## src/rtl/reg_file_pkg.sv

```systemverilog
// Shared datapath types for the register file and ALU.
// Pure declarations: no logic, no latency.
// No flow control involved.
package reg_file_pkg;

    localparam int kDataW    = 8;
    localparam int kRegAddrW = 3;
    localparam int kNumRegs  = 1 << kRegAddrW;

    typedef logic [kDataW-1:0]    data_t;
    typedef logic [kRegAddrW-1:0] reg_addr_t;

    // ALU operation mnemonics
    typedef enum logic [2:0] {
        kADD   = 3'd0,
        kSUB   = 3'd1,
        kAND   = 3'd2,
        kOR    = 3'd3,
        kXOR   = 3'd4,
        kPASSA = 3'd5,
        kPASSB = 3'd6,
        kNOP   = 3'd7
    } ALUOp_mne;

endpackage

```

## src/rtl/reg_file.sv

```systemverilog
// Register file (2 read / 1 write) with write-to-read forwarding, plus N/Z flag register.
// Reads are combinational (zero cycles); writes and flag captures land on the next CLK edge.
// No backpressure: every write/flag request presented with Reset=0 is accepted.
module reg_file
    import reg_file_pkg::*;
#(
    parameter int W       = kDataW,
    parameter int D       = kRegAddrW,
    parameter bit ZERO_R0 = 1'b1
) (
    input  logic         CLK,
    input  logic         Reset,
    input  logic [D-1:0] RdAddrA,
    input  logic [D-1:0] RdAddrB,
    input  logic         WrEn,
    input  logic [D-1:0] WrAddr,
    input  logic [W-1:0] WrData,
    input  logic         FlagEn,
    input  logic         N_in,
    input  logic         Z_in,
    output logic [W-1:0] DataA,
    output logic [W-1:0] DataB,
    output logic         N,
    output logic         Z
);

    localparam int NumRegs = 1 << D;

    logic [W-1:0] regs_q [NumRegs];
    logic [W-1:0] regs_d [NumRegs];
    logic         n_q;
    logic         n_d;
    logic         z_q;
    logic         z_d;
    logic         wr_allow;
    logic         fwd_ok;

    // Read port: hardwired r0 wins, then same-cycle forwarding, then storage
    function automatic logic [W-1:0] read_port(
        input logic [D-1:0] addr,
        input logic         fwd,
        input logic [D-1:0] waddr,
        input logic [W-1:0] wdata,
        input logic [W-1:0] stored
    );
        if (ZERO_R0 && (addr == '0)) begin
            return '0;
        end
        if (fwd && (waddr == addr)) begin
            return wdata;
        end
        return stored;
    endfunction

    // Write gating: r0 is read-only when hardwired; reset blocks forwarding
    always_comb begin
        wr_allow = WrEn && !(ZERO_R0 && (WrAddr == '0));
        fwd_ok   = wr_allow && !Reset;
    end

    // Next-state for the register array and the flag pair
    always_comb begin
        regs_d = regs_q;
        if (wr_allow) begin
            regs_d[WrAddr] = WrData;
        end
        n_d = n_q;
        z_d = z_q;
        if (FlagEn) begin
            n_d = N_in;
            z_d = Z_in;
        end
    end

    // State update; synchronous reset overrides any write or flag capture
    always_ff @(posedge CLK) begin
        if (Reset) begin
            for (int i = 0; i < NumRegs; i++) begin
                regs_q[i] <= '0;
            end
            n_q <= 1'b0;
            z_q <= 1'b0;
        end else begin
            regs_q <= regs_d;
            n_q    <= n_d;
            z_q    <= z_d;
        end
    end

    // Both read ports resolve independently from the same write request
    always_comb begin
        DataA = read_port(RdAddrA, fwd_ok, WrAddr, WrData, regs_q[RdAddrA]);
        DataB = read_port(RdAddrB, fwd_ok, WrAddr, WrData, regs_q[RdAddrB]);
        N     = n_q;
        Z     = z_q;
    end

endmodule

```

## config.mk

```make
export PLATFORM = sky130hd
export DESIGN_NAME = reg_file
export DESIGN_NICKNAME = d
export VERILOG_FILES = /design/src/rtl/reg_file_pkg.sv /design/src/rtl/reg_file.sv
export SDC_FILE = /design/constraint.sdc
export NUM_CORES = 1
export LEC_CHECK = 0
export CAP_MARGIN = 20
export CORE_MARGIN = 2
export CORE_UTILIZATION = 51
export CTS_CLUSTER_SIZE = 40
export DETAILED_ROUTE_END_ITERATION = 6
export PLACE_DENSITY = 0.86
export SKIP_LAST_GASP = 1
export SYNTH_ARGS = -nofsm -noshare
export SYNTH_HDL_FRONTEND = slang
export SYNTH_SLANG_ARGS = --single-unit
export TNS_END_PERCENT = 100
```

## constraint.sdc

```tcl
create_clock -name CLK -period 2.16 [get_ports CLK]
set_input_delay 0.54 -clock CLK [delete_from_list [all_inputs] [get_ports CLK]]
set_output_delay 0.54 -clock CLK [all_outputs]
set_load 0.005 [all_outputs]
```

**Word level (Yosys, flattened, before mapping)**

Cells that the tools add are included.

- Order comparisons: 4
- Equal/unequal tests: 2
- Muxes and demuxes: 23
- Bitwise gates (word level): 3
- Reduce and logical (&&, ||, !) cells: 10

Operators with widths:

| operator | count |
|---|---|
| $mux 8 | 13 |
| $bwmux 64 | 1 |
| $bmux 8 s3 | 2 |
| $demux 8 s3 | 1 |
| $ge 4x4->1 const B | 3 |
| $not 3->4 | 3 |
| $logic_not 3->1 | 3 |
| $eq 3x3->1 | 2 |
| $mux 1 | 6 |
| $logic_and 1x1->1 | 5 |
| $lt 4x1->1 const B | 1 |
| $logic_not 1->1 | 2 |

- Register bits: 66
- Input port bits: 23

**Depth between registers and ports, before layout**

Gate-level depths: netlist of the first run.

- Depth after elaboration: 9
- Gate-level depth with buffers: 6
- Depth with buffers taken out: 4

**Worst setup path before layout of the first run**

No wires, ideal clock.

- Path type: input to output
- Start: input RdAddrA[2]
- End: output DataA[5]
- Arrival: 1601 ps
- Data required time: 1620 ps
- Slack: 19 ps
- Stages on the path: 6
- Cells stage by stage: buf_6 > buf_12 > mux4_2 > mux2i_1 > o21ai_1 > o211a_1

- Word-level cells in the longest chain between the ends: 6
- Elaborated cells between the ends (all ways): 13
- Classes of those cells: eq/ne (1); mux (9); bitwise (1); reduce/logical (2)

Ends and longest elaborated chain:

| item | line | text |
|---|---|---|
| start: declaration | reg_file.sv:13 | `input logic [D-1:0] RdAddrA,` |
| $not 3->4 (implied by the code) or $eq 3x3->1 (tied branches) | reg_file.sv:92, reg_file.sv:49 |  |
| $bmux 8 s3 or $logic_and 1x1->1 (tied branches) | reg_file.sv:92, reg_file.sv:49 |  |
| $mux 8 (implied by the code) or $mux 1 (tied branches) (2 in series) | reg_file.sv:92, reg_file.sv:49 |  |
| $mux 8 | reg_file.sv:52 | `return stored;` |
| $mux 8 (*) | reg_file.sv:49 | `if (fwd && (waddr == addr)) begin` |
| end: declaration | reg_file.sv:21 | `output logic [W-1:0] DataA,` |

Every way passes the cells marked *; elsewhere a longest branch is shown, timed or not. The select of a mux whose other input is x is not followed.

**Worst setup path in the final report of the first run**

- Start: input RdAddrB[2]
- End: output DataB[6]

- Word-level cells in the longest chain between the ends: 6
- Elaborated cells between the ends (all ways): 13
- Classes of those cells: eq/ne (1); mux (9); bitwise (1); reduce/logical (2)

Ends and longest elaborated chain:

| item | line | text |
|---|---|---|
| start: declaration | reg_file.sv:14 | `input logic [D-1:0] RdAddrB,` |
| $not 3->4 (implied by the code) or $eq 3x3->1 (tied branches) | reg_file.sv:93, reg_file.sv:49 |  |
| $bmux 8 s3 or $logic_and 1x1->1 (tied branches) | reg_file.sv:93, reg_file.sv:49 |  |
| $mux 8 (implied by the code) or $mux 1 (tied branches) (2 in series) | reg_file.sv:93, reg_file.sv:49 |  |
| $mux 8 | reg_file.sv:52 |  |
| $mux 8 (*) | reg_file.sv:49 |  |
| end: declaration | reg_file.sv:22 | `output logic [W-1:0] DataB,` |

Marks and branches as above.

==> flow_summary.ini, run 1 <==
[synth]
synth.cell_area_um2 = 3810
seq_area_frac_synth_pct = 34.7
ys_ff_latch = 66
syn_nets = 419
yosysWarnings = 0
synth-edff-count = 0
yosysUniqueCellTypes = 32
synthCells = 396
synth-async-reset-ratio_pct = 0
avgSynthCellArea_um2 = 9.61
synth_ff_type = dfxtp_1

[timing]
finalCriticalPeriod_ns = 2.46
fin_setup_tns_ns = -4.00
drv_slew = 0
setup_viol_count_final = 16
finClkSkew_ns = 0
fin_crit_sh_pct = 114
rsz0062_at_grt = true
hold_viol_final = 0
max_slew.worst_pin.slew_ns = 0.846
max-slew-margin-rel_pct = 43.4
fmax_ghz = 0.407
worst_slack_ns = -0.297

[route]
wl_met3_um = 1360
viasPerCell = 6.31
drc = 0
drtIter0Drc = 578
drt-total-wl_um = 12600
vias = 3767
ant_nets = 0
top_layer = met4
met1Wirelength_um = 4470
wl_per_cell_um = 21.1
firstDrtPassIters = 6
route.met2.wl_um = 6140

[critical_path]
regToRegStartpoint = Z
end_kind = output pin
cp_cell_sequence = buf_12, buf_12, buf_8, mux4_2, mux2i_1, o21ai_1, o211a_1, buf_2
ff2ff_path_depth = 2
critPathArrivalTime_ns = 1.92
cp.required_ns = 1.62
criticalPathCategory = input pin to output pin
critPathLaunchType = input pin
worstReg2RegEnd = Z
crit_fanout = 6
reg2reg_slack_ns = 1.45
slowest_delay_ns = 0.52
cp_slowest_cell = mux4_2
path_common_cell = buf_12

[clock_tree]
clock_sinks = 66
cts_max_level = 3
clockBufferDepth = 2
insertion_delay_ns = 0.36
cts_buffers = 9
cts_tree = yes
holdBufCountCts = 0
clk_pin_slew_ns = 0.07
cts_root_buf = clkbuf_8

[layout]
drive_gt1_share_pct = 33.1
layout-area-overhead-vs-synth_pct = 32.0
fillCellCount = 508
fin_nets = 518
antenna_cells = 0
finalInstanceArea_um2 = 5030

[grt]
grt-ovfl-total = 0
first_global_vias = 3729
grtUsageTotal_pct = 31.1
grt_pass1_wl_um = 19500
antenna_found_initial = 0
grt_max_degree = 67

[status]
violations = setup timing
status = finished with violations

[floorplan]
ios = 41
dieWidth_um = 90.4
rows = 31
die-height_um = 90.4
die_area_um2 = 8170
core_um2 = 7250
start_util_pct = 52.5

[min_path]
hp-class = flip-flop to flip-flop
hold_start = regs_q[41]
hold_path_depth = 2
hold-path-endpoint = regs_q[41]

[power]
peakVddDrop_uv = 324
p_leak_nw = 2.09
pwr_density_cell_nw_per_um2 = 562

[place]
io_buffer_count = 40
dp_hpwl_um = 7950
dpl_cell_area_um2 = 4560
place_congestion = 0.896

[flow_run]
drv_cap = 0
-- per-stage QoR --
stage / util, % / power (mW) / hold slack [ns] / setup WS, ns / instances
after floorplan: - / 1.53 / 0.440 / 0.0193 / 396
after global placement: 62.8 / 1.71 / 0.447 / -1.05 / 557
after detailed placement: 62.8 / 1.72 / 0.457 / -1.13 / 557
after CTS: 68.9 / 2.80 / 0.470 / -0.281 / 596
after global routing: 69.3 / 2.91 / 0.483 / -0.337 / 597
final: 69.3 / 2.83 / 0.468 / -0.297 / 597
-- cell families after synthesis --
kind of cell,share of synthesized area [%]
AO/OA/AOI/OAI,14.4
XOR/XNOR,2.76
buffers and inverters,6.11
flip-flops,34.7
multiplexers,25.1
AND/OR/NAND/NOR,16.9
-- placed cells by master (no fill, tap or decap), types with 7 or more instances in the layout --
| cell | netlist | routed |
|---|---|---|
| o21ai_1 | 12 | 11 |
| nand2_1 | 116 | 116 |
| mux4_2 | 17 | 25 |
| nor2b_1 | 11 | 11 |
| buf_6 | 6 | 16 |
| o211a_1 | 16 | 16 |
| dfxtp_1 | 66 | 66 |
| nor2_1 | 8 | 8 |
| buf_4 | 4 | 60 |
| mux4_1 | 15 | 7 |
| clkdlybuf4s50_1 | 0 | 13 |
| mux2i_1 | 18 | 17 |
| buf_12 | 2 | 7 |
| clkbuf_8 | 0 | 11 |
| buf_2 | 5 | 20 |
| a21oi_1 | 56 | 56 |
-- Yosys cell counts (4+ instances only) --
cell type	n	area share [%]
buf_6	6	1.8
buf_4	4	0.79
dfxtp_1	66	35
clkbuf_1	9	0.89
o21ai_0	4	0.53
mux4_2	17	10
nand2_1	116	11
o211a_1	16	4.2
mux4_1	15	10
a21oi_1	56	7.4
o21ai_1	12	1.6
nor2_1	8	0.79
buf_2	5	0.66
mux2i_1	18	4.7
buf_1	6	0.59
nor2b_1	11	1.8
-- where the power goes --
part / internal (mW) / switching (mW) / total, mW
Combinational: 0.267 / 0.254 / 0.522
Clock: 0.579 / 0.466 / 1.05
Sequential: 1.24 / 0.0197 / 1.26
Total: 2.09 / 0.740 / 2.83
-- state kept, by name (all words and copies together) (netlist names) --
register,flops
regs_q,64
N,1
Z,1
-- metal layers --
layer	vias to the layer above	global-route usage (%)
met3	61	5.84
met1	1796	37.6
met2	299	51.3
li1	1611	-
met5	-	0
met4	0	19.7
-- cell type report --
type	count	area [um2]	area share (%)
flip-flops and latches	66	1320	26.3
repair buffers	122	1100	21.8
clock inverters	3	40.0	0.797
well taps	99	124	2.46
clock buffers	11	151	3.01
multi-input cells	295	2290	45.6
inverters	1	3.75	0.0747
-- critical path, delay by kind of cell --
| kind | cells | cell delay [ns] |
|---|---|---|
| compound gates | 2 | 0.21 |
| buf+inv | 4 | 0.45 |
| mux | 2 | 0.71 |
-- how the worst max path moves through the flow --
stage,startpoint,end,slack (ns),cells after the start
after global placement,RdAddrB[2],DataB[7],-1.05,8
after floorplan,RdAddrA[2],DataA[5],0.02,6
final,RdAddrB[2],DataB[6],-0.30,8
after global routing,RdAddrA[2],DataA[3],-0.34,8
after CTS,RdAddrB[2],DataB[7],-0.28,9
after detailed placement,RdAddrB[2],DataB[6],-1.13,8
-- timing repair --
action,CTS,global route
hold endpoints to repair,0,0
gates cloned,2,0
resized for setup,146,7
setup buffers,23,1
endpoints found under the setup margin,25,16
pin swaps,12,2
No activity file was read; power rests on OpenSTA's default activity.
==> inputs of run 2 (changes only) <==
Settings changed: HOLD_SLACK_MARGIN set to 0.03.
==> results of run 2 <==
Final layout, timing and power as in run 1 (identical DEF).
==> inputs of run 3 (changes only) <==
Settings changed: CORE_ASPECT_RATIO set to 1.25, TNS_END_PERCENT 100 to 30.
==> flow_summary.ini, run 3 (synthesized netlist as in run 1, its figures left out) <==
[layout]
seqCellArea_um2 = 1320
layout-area-overhead-vs-synth_pct = 34.0
mostFrequentLayoutCell = nand2_1
fin_nets = 524
layout.cells.non_filler = 597
largest_reg_flops = 64
mostFrequentLayoutCells = 116 x nand2_1, 66 x dfxtp_1, 60 x buf_4
drive_gt1_share_pct = 36.4
fillCellCount = 488
regMostFlops = regs_q
finalInstanceArea_um2 = 5100
multi_input_area_um2 = 2310
antenna_cells = 0

[critical_path]
criticalPathCategory = input pin to output pin
cp_cell_sequence = buf_12, buf_16, buf_12, mux4_2, mux2i_2, o21ai_2, o211a_1, buf_2
cp_slowest_cell = mux4_2
end_kind = output pin
critPathArrivalTime_ns = 1.96
critPathLaunchType = input pin
slowest_delay_ns = 0.50
cp.required_ns = 1.62
path_common_cell = buf_12
crit_fanout = 7

[power]
intPower_mw = 1.99
pwr_density_cell_nw_per_um2 = 537
clockPowerShare_pct = 33.9
netSwitchingFraction_pct = 27.3
power_mw = 2.74
p_comb_share_pct = 20.1
switchingPower_mw = 0.749
p_leak_nw = 2.11
peakVddDrop_uv = 367
seqPwrFrac_pct = 46.0

[status]
status = finished with violations
violations = setup timing

[timing]
finalCriticalPeriod_ns = 2.50
finClkSkew_ns = 0
max_slew.worst_pin.slew_ns = 1.02
fin_crit_sh_pct = 116
fmax_ghz = 0.400
max-slew-margin-rel_pct = 32.0
rsz0062_at_grt = true
fin_setup_tns_ns = -4.28
hold_viol_final = 0
worst_slack_ns = -0.341
setup_viol_count_final = 16
drv_slew = 0

[route]
viasPerCell = 6.45
top_layer = met4
wl_met3_um = 1370
route.met2.wl_um = 6510
ant_nets = 0
firstDrtPassIters = 5
met1Wirelength_um = 4400
drc = 0
wl_per_cell_um = 22.2
drt-total-wl_um = 13300
vias = 3853
drtIter0Drc = 531

[clock_tree]
cts_root_buf = clkbuf_8
holdBufCountCts = 0
cts_buffers = 9
cts_tree = yes
cts_max_level = 3
clk_pin_slew_ns = 0.06
clock_sinks = 66
insertion_delay_ns = 0.36
clockBufferDepth = 2

[place]
io_buffer_count = 40
dp_cells = 555
place_congestion = 0.922
dpl_cell_area_um2 = 4570
dp_hpwl_um = 8220

[grt]
first_global_vias = 3942
grt_pass1_wl_um = 20400
grt-ovfl-total = 0
grtUsageTotal_pct = 34.4
antenna_found_initial = 0
grt_max_degree = 67

[floorplan]
rows = 35
die_area_um2 = 8180
core_um2 = 7310
start_util_pct = 52.1
dieWidth_um = 81.3
die-height_um = 101
ios = 41

[min_path]
hp-class = flip-flop to flip-flop

[flow_run]
drv_cap = 0
## run 3: cell count changes in the layout (fill, tap and decap cells not counted), sizes merged
cell           delta
clkdlybuf4s15     +3
clkbuf            +2
bufinv            -1
buf               +3
dlygate4sd2       -1
clkinv            +1
## run 3: worst paths after layout
kind	start	to	slack, ns	depth (start not counted)
setup / recovery	RdAddrA[2]	DataA[5]	-0.34	8
hold / removal	regs_q[51]	regs_q[51]	0.47	2
setup reg to reg	regs_q[43]	regs_q[43]	1.46	2
hold reg to reg	regs_q[51]	regs_q[51]	0.47	2
## run 3: per-stage QoR
stage / utilization [%] / hold WS, ns / setup slack [ns]
floorplan: - / 0.440 / 0.0193
global placement: 62.5 / 0.448 / -1.08
detailed placement: 62.5 / 0.460 / -1.18
CTS: 69.5 / 0.468 / -0.280
global route: 69.8 / 0.487 / -0.335
finish: 69.8 / 0.474 / -0.341
## run 3: layout make-up
| cell class | instances | share of cell area, % |
|---|---|---|
| Timing Repair Buffer | 128 | 23.1 |
| Multi-Input combinational cell | 295 | 45.3 |
| Inverter | 1 | 0.0736 |
| Clock buffer | 12 | 3.04 |
| Sequential cell | 66 | 25.9 |
| Tap cell | 92 | 2.26 |
| Clock inverter | 3 | 0.294 |
## run 3: timing repair
action	CTS	global route
buffers inserted	22	2
gates resized for setup	167	7
pin swaps	17	3
hold endpoints to repair	0	0
setup endpoints to repair	21	16
cloned	3	0
## run 3: worst max-delay path: cells and delay by family
family,cells,cell delay (ns)
buffers and inverters,4,0.46
AO/OA/AOI/OAI,2,0.22
multiplexers,2,0.74
## run 3: power groups by stage
stage               logic, mW  registers, mW  clock network (mW)
finish                  0.549           1.26               0.929
global route            0.574           1.26               0.987
CTS                     0.523           1.26               0.932
detailed placement      0.437           1.29                   0
global placement        0.424           1.28                   0
floorplan               0.253           1.28                   0
## run 3: metal layers
metal	vias to the layer above	global-route usage [%]
met5	-	0
met4	0	27.0
met3	102	9.50
met2	296	54.2
met1	1841	38.6
li1	1614	-
